## config.mk

```make
export PLATFORM = sky130hd
export DESIGN_NAME = wb_uart_port
export DESIGN_NICKNAME = d
export VERILOG_FILES = /design/src/rtl/wb_uart_pkg.sv /design/src/rtl/wb_uart_port_sync_fifo.sv /design/src/rtl/wb_uart_port.sv
export SDC_FILE = /design/constraint.sdc
export NUM_CORES = 1
export LEC_CHECK = 0
export CAP_MARGIN = 20
export CORE_MARGIN = 3
export CORE_UTILIZATION = 54
export CTS_BUF_LIST = sky130_fd_sc_hd__clkbuf_8 sky130_fd_sc_hd__clkbuf_16
export DETAILED_ROUTE_END_ITERATION = 8
export GPL_ROUTABILITY_DRIVEN = 0
export GPL_TIMING_DRIVEN = 0
export HOLD_SLACK_MARGIN = 0.08
export PLACE_DENSITY = 0.77
export SLEW_MARGIN = 10
export SYNTH_ARGS = -nofsm -noshare
export SYNTH_HDL_FRONTEND = slang
export SYNTH_SLANG_ARGS = --single-unit
```

## constraint.sdc

```tcl
create_clock -name clk -period 3.85 [get_ports clk]
set_input_delay 0.385 -clock clk [delete_from_list [all_inputs] [get_ports clk]]
set_output_delay 0.385 -clock clk [all_outputs]
set_load 0.03 [all_outputs]
```

## src/rtl/wb_uart_pkg.sv

```systemverilog
// Shared register map and STATUS layout for the Wishbone UART port.
package wb_uart_pkg;

    // Byte offsets of the implemented registers
    localparam logic [3:0] OFFSET_DATA   = 4'h0;
    localparam logic [3:0] OFFSET_STATUS = 4'h4;

    // Register select decoded from adr_i[3:2]
    typedef enum logic [1:0] {
        REG_DATA   = OFFSET_DATA[3:2],
        REG_STATUS = OFFSET_STATUS[3:2],
        REG_RSVD_8 = 2'd2,
        REG_RSVD_C = 2'd3
    } reg_sel_e;

    // STATUS bit positions
    localparam int ST_RX_NONEMPTY  = 0;
    localparam int ST_TX_FULL      = 1;
    localparam int ST_TX_EMPTY     = 2;
    localparam int ST_RX_OVERFLOW  = 3;
    localparam int ST_RX_COUNT_LSB = 8;
    localparam int ST_TX_FREE_LSB  = 16;

    // Bit of a DATA read that flags a valid received byte
    localparam int DATA_VALID_BIT = 8;

    // Map a Wishbone byte address onto a register select
    function automatic reg_sel_e reg_index(input logic [3:0] addr);
        return reg_sel_e'(addr[3:2]);
    endfunction

    // Assemble the STATUS word from FIFO state
    function automatic logic [31:0] build_status(
        input logic       rx_nonempty,
        input logic       tx_full,
        input logic       tx_empty,
        input logic       rx_overflow,
        input logic [7:0] rx_count,
        input logic [7:0] tx_free
    );
        logic [31:0] s;
        s                           = 32'h0000_0000;
        s[ST_RX_NONEMPTY]           = rx_nonempty;
        s[ST_TX_FULL]               = tx_full;
        s[ST_TX_EMPTY]              = tx_empty;
        s[ST_RX_OVERFLOW]           = rx_overflow;
        s[ST_RX_COUNT_LSB +: 8]     = rx_count;
        s[ST_TX_FREE_LSB +: 8]      = tx_free;
        return s;
    endfunction

endpackage

```

## src/rtl/wb_uart_port_sync_fifo.sv

```systemverilog
// Synchronous FIFO; callers must never push when full unless also popping.
module sync_fifo #(
    parameter int WIDTH = 8,
    parameter int DEPTH = 8
) (
    input  logic                   clk,
    input  logic                   rst,
    input  logic                   push,
    input  logic                   pop,
    input  logic [WIDTH-1:0]       wr_data,
    output logic [WIDTH-1:0]       rd_data,
    output logic                   full,
    output logic                   empty,
    output logic [$clog2(DEPTH):0] count
);
    localparam int AW = $clog2(DEPTH);
    localparam int CW = AW + 1;

    logic [WIDTH-1:0] mem_r [DEPTH];
    logic [AW-1:0]    wr_ptr_r;
    logic [AW-1:0]    rd_ptr_r;
    logic [CW-1:0]    count_r;

    // Storage array; written only, never reset, contents qualified by count
    always_ff @(posedge clk) begin
        if (push) begin
            mem_r[wr_ptr_r] <= wr_data;
        end
    end

    // Pointers wrap naturally at DEPTH (power of two); count tracks occupancy
    always_ff @(posedge clk) begin
        if (rst) begin
            wr_ptr_r <= {AW{1'b0}};
            rd_ptr_r <= {AW{1'b0}};
            count_r  <= {CW{1'b0}};
        end else begin
            if (push) begin
                wr_ptr_r <= wr_ptr_r + AW'(1'b1);
            end
            if (pop) begin
                rd_ptr_r <= rd_ptr_r + AW'(1'b1);
            end
            case ({push, pop})
                2'b10:   count_r <= count_r + CW'(1'b1);
                2'b01:   count_r <= count_r - CW'(1'b1);
                default: count_r <= count_r;
            endcase
        end
    end

    assign rd_data = mem_r[rd_ptr_r];
    assign full    = (count_r == CW'(DEPTH));
    assign empty   = (count_r == {CW{1'b0}});
    assign count   = count_r;

endmodule

```

## src/rtl/wb_uart_port.sv

```systemverilog
// Wishbone classic slave exposing a byte-stream UART-like port with TX/RX FIFOs.
module wb_uart_port
    import wb_uart_pkg::*;
#(
    parameter int FIFO_DEPTH = 8,
    parameter int RX_DROP    = 1
) (
    input  logic        clk,
    input  logic        rst,
    input  logic [3:0]  adr_i,
    input  logic [31:0] dat_i,
    output logic [31:0] dat_o,
    input  logic        we_i,
    input  logic        stb_i,
    input  logic        cyc_i,
    input  logic [3:0]  sel_i,
    output logic        ack_o,
    output logic        err_o,
    output logic [7:0]  tx_data,
    output logic        tx_valid,
    input  logic        tx_ready,
    input  logic [7:0]  rx_data,
    input  logic        rx_valid,
    output logic        rx_ready
);
    localparam int CW = $clog2(FIFO_DEPTH) + 1;

    logic          tx_push_s, tx_pop_s, tx_full_s, tx_empty_s;
    logic          rx_push_s, rx_pop_s, rx_full_s, rx_empty_s;
    logic [7:0]    rx_head_s;
    logic [CW-1:0] tx_count_s, rx_count_s;
    logic          req_s, ack_s, err_s, ovf_clr_s, ovf_set_s;
    logic [31:0]   dat_s, status_s;
    logic          rx_overflow_r;
    logic          unused_s;

    sync_fifo #(.WIDTH(8), .DEPTH(FIFO_DEPTH)) u_tx_fifo (
        .clk(clk), .rst(rst), .push(tx_push_s), .pop(tx_pop_s),
        .wr_data(dat_i[7:0]), .rd_data(tx_data),
        .full(tx_full_s), .empty(tx_empty_s), .count(tx_count_s)
    );

    sync_fifo #(.WIDTH(8), .DEPTH(FIFO_DEPTH)) u_rx_fifo (
        .clk(clk), .rst(rst), .push(rx_push_s), .pop(rx_pop_s),
        .wr_data(rx_data), .rd_data(rx_head_s),
        .full(rx_full_s), .empty(rx_empty_s), .count(rx_count_s)
    );

    assign status_s = build_status(~rx_empty_s, tx_full_s, tx_empty_s, rx_overflow_r,
                                   8'(rx_count_s), 8'(FIFO_DEPTH) - 8'(tx_count_s));

    // A new request is one not already terminated; reset suppresses it entirely
    assign req_s = stb_i & cyc_i & ~ack_o & ~err_o & ~rst;

    // Decode the request into termination, read data and FIFO side effects
    always_comb begin
        ack_s     = 1'b0;
        err_s     = 1'b0;
        dat_s     = 32'h0000_0000;
        tx_push_s = 1'b0;
        rx_pop_s  = 1'b0;
        ovf_clr_s = 1'b0;
        if (req_s) begin
            case (reg_index(adr_i))
                REG_DATA: begin
                    if (we_i) begin
                        if (sel_i[0] && tx_full_s) begin
                            err_s = 1'b1;
                        end else begin
                            ack_s     = 1'b1;
                            tx_push_s = sel_i[0];
                        end
                    end else begin
                        ack_s = 1'b1;
                        if (sel_i[0] && !rx_empty_s) begin
                            dat_s[DATA_VALID_BIT] = 1'b1;
                            dat_s[7:0]            = rx_head_s;
                            rx_pop_s              = 1'b1;
                        end else begin
                            dat_s = 32'h0000_0000;
                        end
                    end
                end
                REG_STATUS: begin
                    ack_s = 1'b1;
                    if (we_i) begin
                        ovf_clr_s = sel_i[0] & dat_i[ST_RX_OVERFLOW];
                    end else begin
                        dat_s = status_s;
                    end
                end
                default: begin
                    err_s = 1'b1;
                end
            endcase
        end else begin
            ack_s = 1'b0;
        end
    end

    assign tx_valid  = ~tx_empty_s;
    assign tx_pop_s  = tx_valid & tx_ready & ~rst;
    assign rx_ready  = (RX_DROP != 32'sd0) ? 1'b1 : ~rx_full_s;
    // A full RX FIFO still accepts when the bus pops on the same edge
    assign rx_push_s = rx_valid & rx_ready & ~rst & (~rx_full_s | rx_pop_s);
    assign ovf_set_s = rx_valid & rx_ready & ~rst & rx_full_s & ~rx_pop_s;

    // Registered Wishbone termination, read data and sticky overflow flag
    always_ff @(posedge clk) begin
        if (rst) begin
            ack_o         <= 1'b0;
            err_o         <= 1'b0;
            dat_o         <= 32'h0000_0000;
            rx_overflow_r <= 1'b0;
        end else begin
            ack_o <= ack_s;
            err_o <= err_s;
            dat_o <= ack_s ? dat_s : 32'h0000_0000;
            if (ovf_set_s) begin
                rx_overflow_r <= 1'b1;
            end else if (ovf_clr_s) begin
                rx_overflow_r <= 1'b0;
            end else begin
                rx_overflow_r <= rx_overflow_r;
            end
        end
    end

    assign unused_s = ^{adr_i[1:0], sel_i[3:1], dat_i[31:8]};

endmodule

```

==> results.yml, run 1 <==
run_status:
  outcome: "completed"
synthesis:
  synth.distinct_cells: 50
  yosys_register_bits: 174
  ys_seq_area_share_pct: 68.3
  synth_flop_cell: "edfxtp_1"
  syn_area_per_cell_um2: 16.3
  ys_top_cells_by_area: "edfxtp_1 (55%), dfxtp_1 (13%), mux4_2 (10%)"
  synth_async_sr_flop_share_pct: 0
  synth_edf_count: 128
  synth_top_cell_area_share_pct: 55.1
  synth_top_cell_by_area: "edfxtp_1"
  syn_area_mm2: 0.00698
  synth_common_cells: "edfxtp_1 (128), dfxtp_1 (46), nor2_1 (35), mux4_2 (32), buf_4 (16)"
  yosysWarnings: 0
  syn_inst: 427
  synth_most_common_cell: "edfxtp_1"
layout:
  fillers: 849
  n_antenna_cell: 0
  seq_area_mm2: 0.00476
  drive_above_1_share_pct: 22.5
  multi_input_area_mm2: 0.00201
  nets: 587
  design_area_mm2: 0.00847
  area_growth_pct: 21.4
power_and_ir_drop:
  leakagePower_nw: 2.86
  p_per_area_mw_per_mm2: 463
  irDropWorstVdd_v: 0.000425
flow_run:
  maxCapViolations: 0
hold_path:
  worst_hold_startpoint: "rx_overflow_r"
  hold_path_class: "register to register"
floorplanning:
  die_width_um: 120
  initial_utilization_pct: 56.7
  die_area_mm2: 0.0143
  io_pins: 99
  std_cell_rows: 40
  core_area_mm2: 0.0123
  die_h_um: 120
drt:
  routed_wl_mm: 12.7
  ant_nets: 0
  met2_length_mm: 6.72
  wl_met3_um: 594
  highest_layer: "met4"
  dr.first_iter.drc_count: 284
  met1_length_mm: 5.24
  via_per_inst: 5.39
  drt_pass1_iterations: 4
  post_drt_wl_per_cell_um: 18.1
  drc: 0
  vias: 3780
clock_tree:
  holdBufCountCts: 0
  postCtsSetupBuffers: 0
  root_buffer: "clkbuf_16"
  h-tree-depth: 4
  insertion_delay_ns: 0.43
  numClockSinks: 174
  cts_buffers: 17
  cts_resized: 0
  path_clk_slew_ns: 0.06
  cts_tree: "yes"
  clockBufferDepth: 2
critical_path:
  critical_path_required_ns: 3.46
  slowest_delay_ns: 0.59
  path_cells: "buf_1 > clkbuf_1 > mux4_2 > mux2_2 > clkdlybuf4s50_1"
  cp_slowest_cell: "clkdlybuf4s50_1"
  critical_path.max_fanout: 10
  crit_type: "register to output port"
  setup.worst_path.end_class: "output port"
  arrival_ns: 2.93
  worst_setup_path_start_kind: "register"
  timing.rr.start: "u_tx_fifo.count[0]"
sta:
  final-hold-violation-count: 0
  fin_tns_setup_ns: 0
  fin_skew_ns: 0.0202
  fin_crit_sh_pct: 86.2
  grt_setup_unrepaired: "false"
  timing.slew.headroom_pct: 38.7
  slew_violations: 0
  setup_violations: 0
  worstMarginPinSlew_ns: 0.915
  post-route-min-period_ns: 3.32
  max_freq_ghz: 0.301
grt:
  track_usage_pct: 19.1
  grt_pass1_vias: 3886
  antenna_found_initial: 0
  grt_start_max_net_pins: 17
  grt_pass1_wl_mm: 20.5
  gr-total-overflow: 0
place:
  place_area_mm2: 0.00785
  dp_hpwl_mm: 8.49
  portBuffers: 56
[stage by stage]
step                total power, mW  hold WS (ns)  setup slack, ns  cells  util [%]
finish                         3.93         0.449            0.530    701      68.8
detailed placement             2.21         0.443            0.559    668      63.7
global placement               2.20         0.436            0.379    662      63.3
floorplan                      2.15         0.425            0.862    438         -
CTS                            3.97         0.456            0.458    700      68.8
global route                   4.05         0.466            0.393    701      68.8
[state kept, by name, summed over array words and instances (netlist names), named ones only]
signal	cells
u_rx_fifo.rd_ptr_r	3
dat_o	17
rx_overflow_r	1
u_tx_fifo.rd_ptr_r	3
u_rx_fifo.wr_ptr_r	3
err_o	1
ack_o	1
u_tx_fifo.wr_ptr_r	3
u_rx_fifo.count	4
u_rx_fifo.mem_r	64
u_tx_fifo.count	4
u_tx_fifo.mem_r	64
[cell usage in the layout, fill, tap and decap left out, types with 6 or more instances in the layout]
cell type,count
clkbuf_16,17
buf_4,22
xor2_1,10
clkdlybuf4s50_1,56
edfxtp_1,128
nand3_1,6
conb_1,13
nor2_1,35
nand2_1,9
a21oi_1,14
ha_1,11
mux4_2,32
buf_2,7
mux2i_1,11
o21ai_0,7
mux2_2,9
inv_1,11
clkbuf_1,8
dfxtp_1,46
[path summary, 6_finish.rpt]
path | end | slack [ns] | cells past startpoint
max | tx_data[4] | 0.53 | 5
min | dat_o[3] | 0.45 | 2
max reg2reg | u_tx_fifo.count[3] | 0.75 | 12
min reg2reg | dat_o[3] | 0.45 | 2
[cell type report]
cell class / count / share of cell area [%]
repair buffers: 63 / 7.24
inverters: 11 / 0.487
clock buffers: 18 / 5.18
flip-flops and latches: 174 / 56.2
well taps: 168 / 2.48
multi-input cells: 217 / 23.7
clock inverters: 14 / 2.14
plain buffers: 36 / 2.50
[kinds of logic after synthesis]
logic type | share of synthesized area [%]
other | 0.108
xor gates and xnor gates | 1.38
and+or+nand+nor | 8.53
muxes | 13.4
DFF | 68.3
adders and majority gates | 2.26
buffers and inverters | 3.62
AOI/OAI and AO/OA | 2.46
[worst max-delay path, delay by kind of cell (launching register included)]
kind,cells,cell delay [ns]
DFF,1,0.30
muxes,2,0.68
buffers and inverters,3,1.51
[layer usage]
metal	track usage, %	up-vias
met1	22.7	1882
met3	5.89	14
met4	6.44	0
met5	0	-
met2	33.2	96
li1	-	1788
[power breakdown]
group,leakage (nW),total (mW),internal [mW],switching (mW)
combinational,1.04,0.140,0.0606,0.0795
clock,0.290,1.76,1.05,0.709
sequential,1.52,2.03,2.02,0.00645
Note: power is estimated with default switching activity, not from simulation.
==> inputs of run 2 (changes only) <==
--- a/config.mk
+++ b/config.mk
@@ -14,7 +14,7 @@
 export GPL_TIMING_DRIVEN = 0
 export HOLD_SLACK_MARGIN = 0.08
 export PLACE_DENSITY = 0.77
-export SLEW_MARGIN = 10
+export SLEW_MARGIN = 5
 export SYNTH_ARGS = -nofsm -noshare
 export SYNTH_HDL_FRONTEND = slang
 export SYNTH_SLANG_ARGS = --single-unit
==> results.yml, run 2 (same netlist as run 1, synthesis figures left out) <==
critical_path:
  arrival_ns: 2.92
  slowest_delay_ns: 0.59
  critical_path_required_ns: 3.46
  critical_path.max_fanout: 10
  path_cells: "buf_1 > clkbuf_1 > mux4_2 > mux2_2 > clkdlybuf4s50_1"
  r2r_cells: 12
  setup.worst_path.end_class: "output port"
  cp_slowest_cell: "clkdlybuf4s50_1"
  r2r_setup_slack_ns: 0.79
  worstReg2RegEnd: "u_tx_fifo.count[3]"
  timing.rr.start: "u_tx_fifo.count[0]"
  crit_type: "register to output port"
  worst_setup_path_start_kind: "register"
sta:
  fin_crit_sh_pct: 85.8
  grt_setup_unrepaired: "false"
  fin_hold_ws_ns: 0.458
  slew_violations: 0
  fin_skew_ns: 0.00875
  post-route-min-period_ns: 3.30
  setup_violations: 0
  final-hold-violation-count: 0
  worstMarginPinSlew_ns: 0.944
  timing.slew.headroom_pct: 36.8
  setup_ws_ns: 0.545
  max_freq_ghz: 0.303
  fin_tns_setup_ns: 0
floorplanning:
  initial_utilization_pct: 56.7
  io_pins: 99
  die_h_um: 120
  die_width_um: 120
  std_cell_rows: 40
  die_area_mm2: 0.0143
  core_area_mm2: 0.0123
clock_tree:
  postCtsSetupBuffers: 0
  holdBufCountCts: 0
  numClockSinks: 174
  cts_resized: 0
  cts_buffers: 17
  insertion_delay_ns: 0.43
  root_buffer: "clkbuf_16"
  path_clk_slew_ns: 0.06
  h-tree-depth: 4
  clockBufferDepth: 2
  cts_tree: "yes"
layout:
  layout_commonest_cell: "edfxtp_1"
  area_growth_pct: 21.5
  nets: 586
  drive_above_1_share_pct: 22.2
  n_antenna_cell: 0
  largestRegisters: "u_rx_fifo.mem_r x64, u_tx_fifo.mem_r x64, dat_o x17"
  layout_common_cells: "edfxtp_1 (128), clkdlybuf4s50_1 (56), dfxtp_1 (46)"
  layoutNonFillerInstCount: 700
power_and_ir_drop:
  seq_power_share_pct: 51.0
  power_frac_clock_pct: 45.4
  p_int_mw: 3.18
  switchingPower_mw: 0.798
  totalPowerFinal_mw: 3.98
  switching_share_pct: 20.1
  irDropWorstVdd_v: 0.000411
  leakagePower_nw: 2.87
  p_per_area_mw_per_mm2: 469
  power_frac_comb_pct: 3.5
hold_path:
  hold_path_class: "register to register"
  worst_hold_startpoint: "rx_overflow_r"
  min_to: "dat_o[3]"
  holdPathStages: 2
drt:
  met1_length_mm: 5.21
  dr.first_iter.drc_count: 281
  vias: 3795
  post_drt_wl_per_cell_um: 17.7
  drt_pass1_iterations: 4
  via_per_inst: 5.42
  ant_nets: 0
  routed_wl_mm: 12.4
  wl_met3_um: 503
  drc: 0
  highest_layer: "met4"
  met2_length_mm: 6.45
place:
  dp_slack_ns: 0.540
  dp_hpwl_mm: 8.39
  portBuffers: 56
  place_inst: 667
grt:
  antenna_found_initial: 0
  grt_pass1_vias: 3891
  grt_start_max_net_pins: 17
  gr-total-overflow: 0
  grt_pass1_wl_mm: 20.3
  track_usage_pct: 18.7
flow_run:
  maxCapViolations: 0
run_status:
  outcome: "completed"
==> run 2: cell types whose count changed in the layout (fill, tap and decap cells not counted), sizes merged <==
cell	previous run	this run
clkinv	3	5
clkbuf	27	25
inv	15	16
clkinvlp	4	1
bufinv	3	4
==> run 2: worst max path at each step <==
stage / startpoint / endpoint / slack, ns / depth (start not counted)
global route: register / tx_data[0] / 0.41 / 5
detailed placement: rst / u_tx_fifo.count[3] / 0.54 / 10
CTS: register / tx_data[4] / 0.47 / 5
global placement: cyc_i / u_tx_fifo.mem_r[4][1] / 0.38 / 5
finish: register / tx_data[4] / 0.55 / 5
floorplan: u_tx_fifo.count[0] / u_tx_fifo.count[3] / 0.86 / 12
==> run 2: critical path: cells and delay by family, from the launching register on <==
kind | cells | cell delay (ns)
flops | 1 | 0.30
mux | 2 | 0.69
buf+inv | 3 | 1.50
==> run 2: through the flow <==
step           instance area [um^2]  util [%]
2_1_floorplan                  7020         -
3_3_place_gp                   7790      63.3
3_5_place_dp                   7840      63.7
4_1_cts                        8470      68.8
5_1_grt                        8480      68.9
6_report                       8480      68.9
==> run 2: cell type report <==
cell class / instances / area (um^2)
multi-input combinational: 217 / 2010
fill: 833 / 3830
timing repair buffer: 62 / 606
clock inverter: 15 / 210
tap: 168 / 210
buffer: 36 / 211
clock buffer: 17 / 425
sequential: 174 / 4760
inverter: 11 / 41.3
==> run 2: routing by layer <==
layer,up-vias,global-route usage [%]
met4,0,7.30
met2,93,31.4
met3,17,5.37
li1,1780,-
met1,1905,23.0
met5,-,0
==> run 2: power by group through the flow <==
stage,sequential [mW],combinational (mW),clock [mW]
finish,2.03,0.141,1.81
floorplan,2.07,0.0766,0
detailed placement,2.07,0.140,0
CTS,2.03,0.141,1.83
global placement,2.07,0.133,0
global route,2.03,0.153,1.91
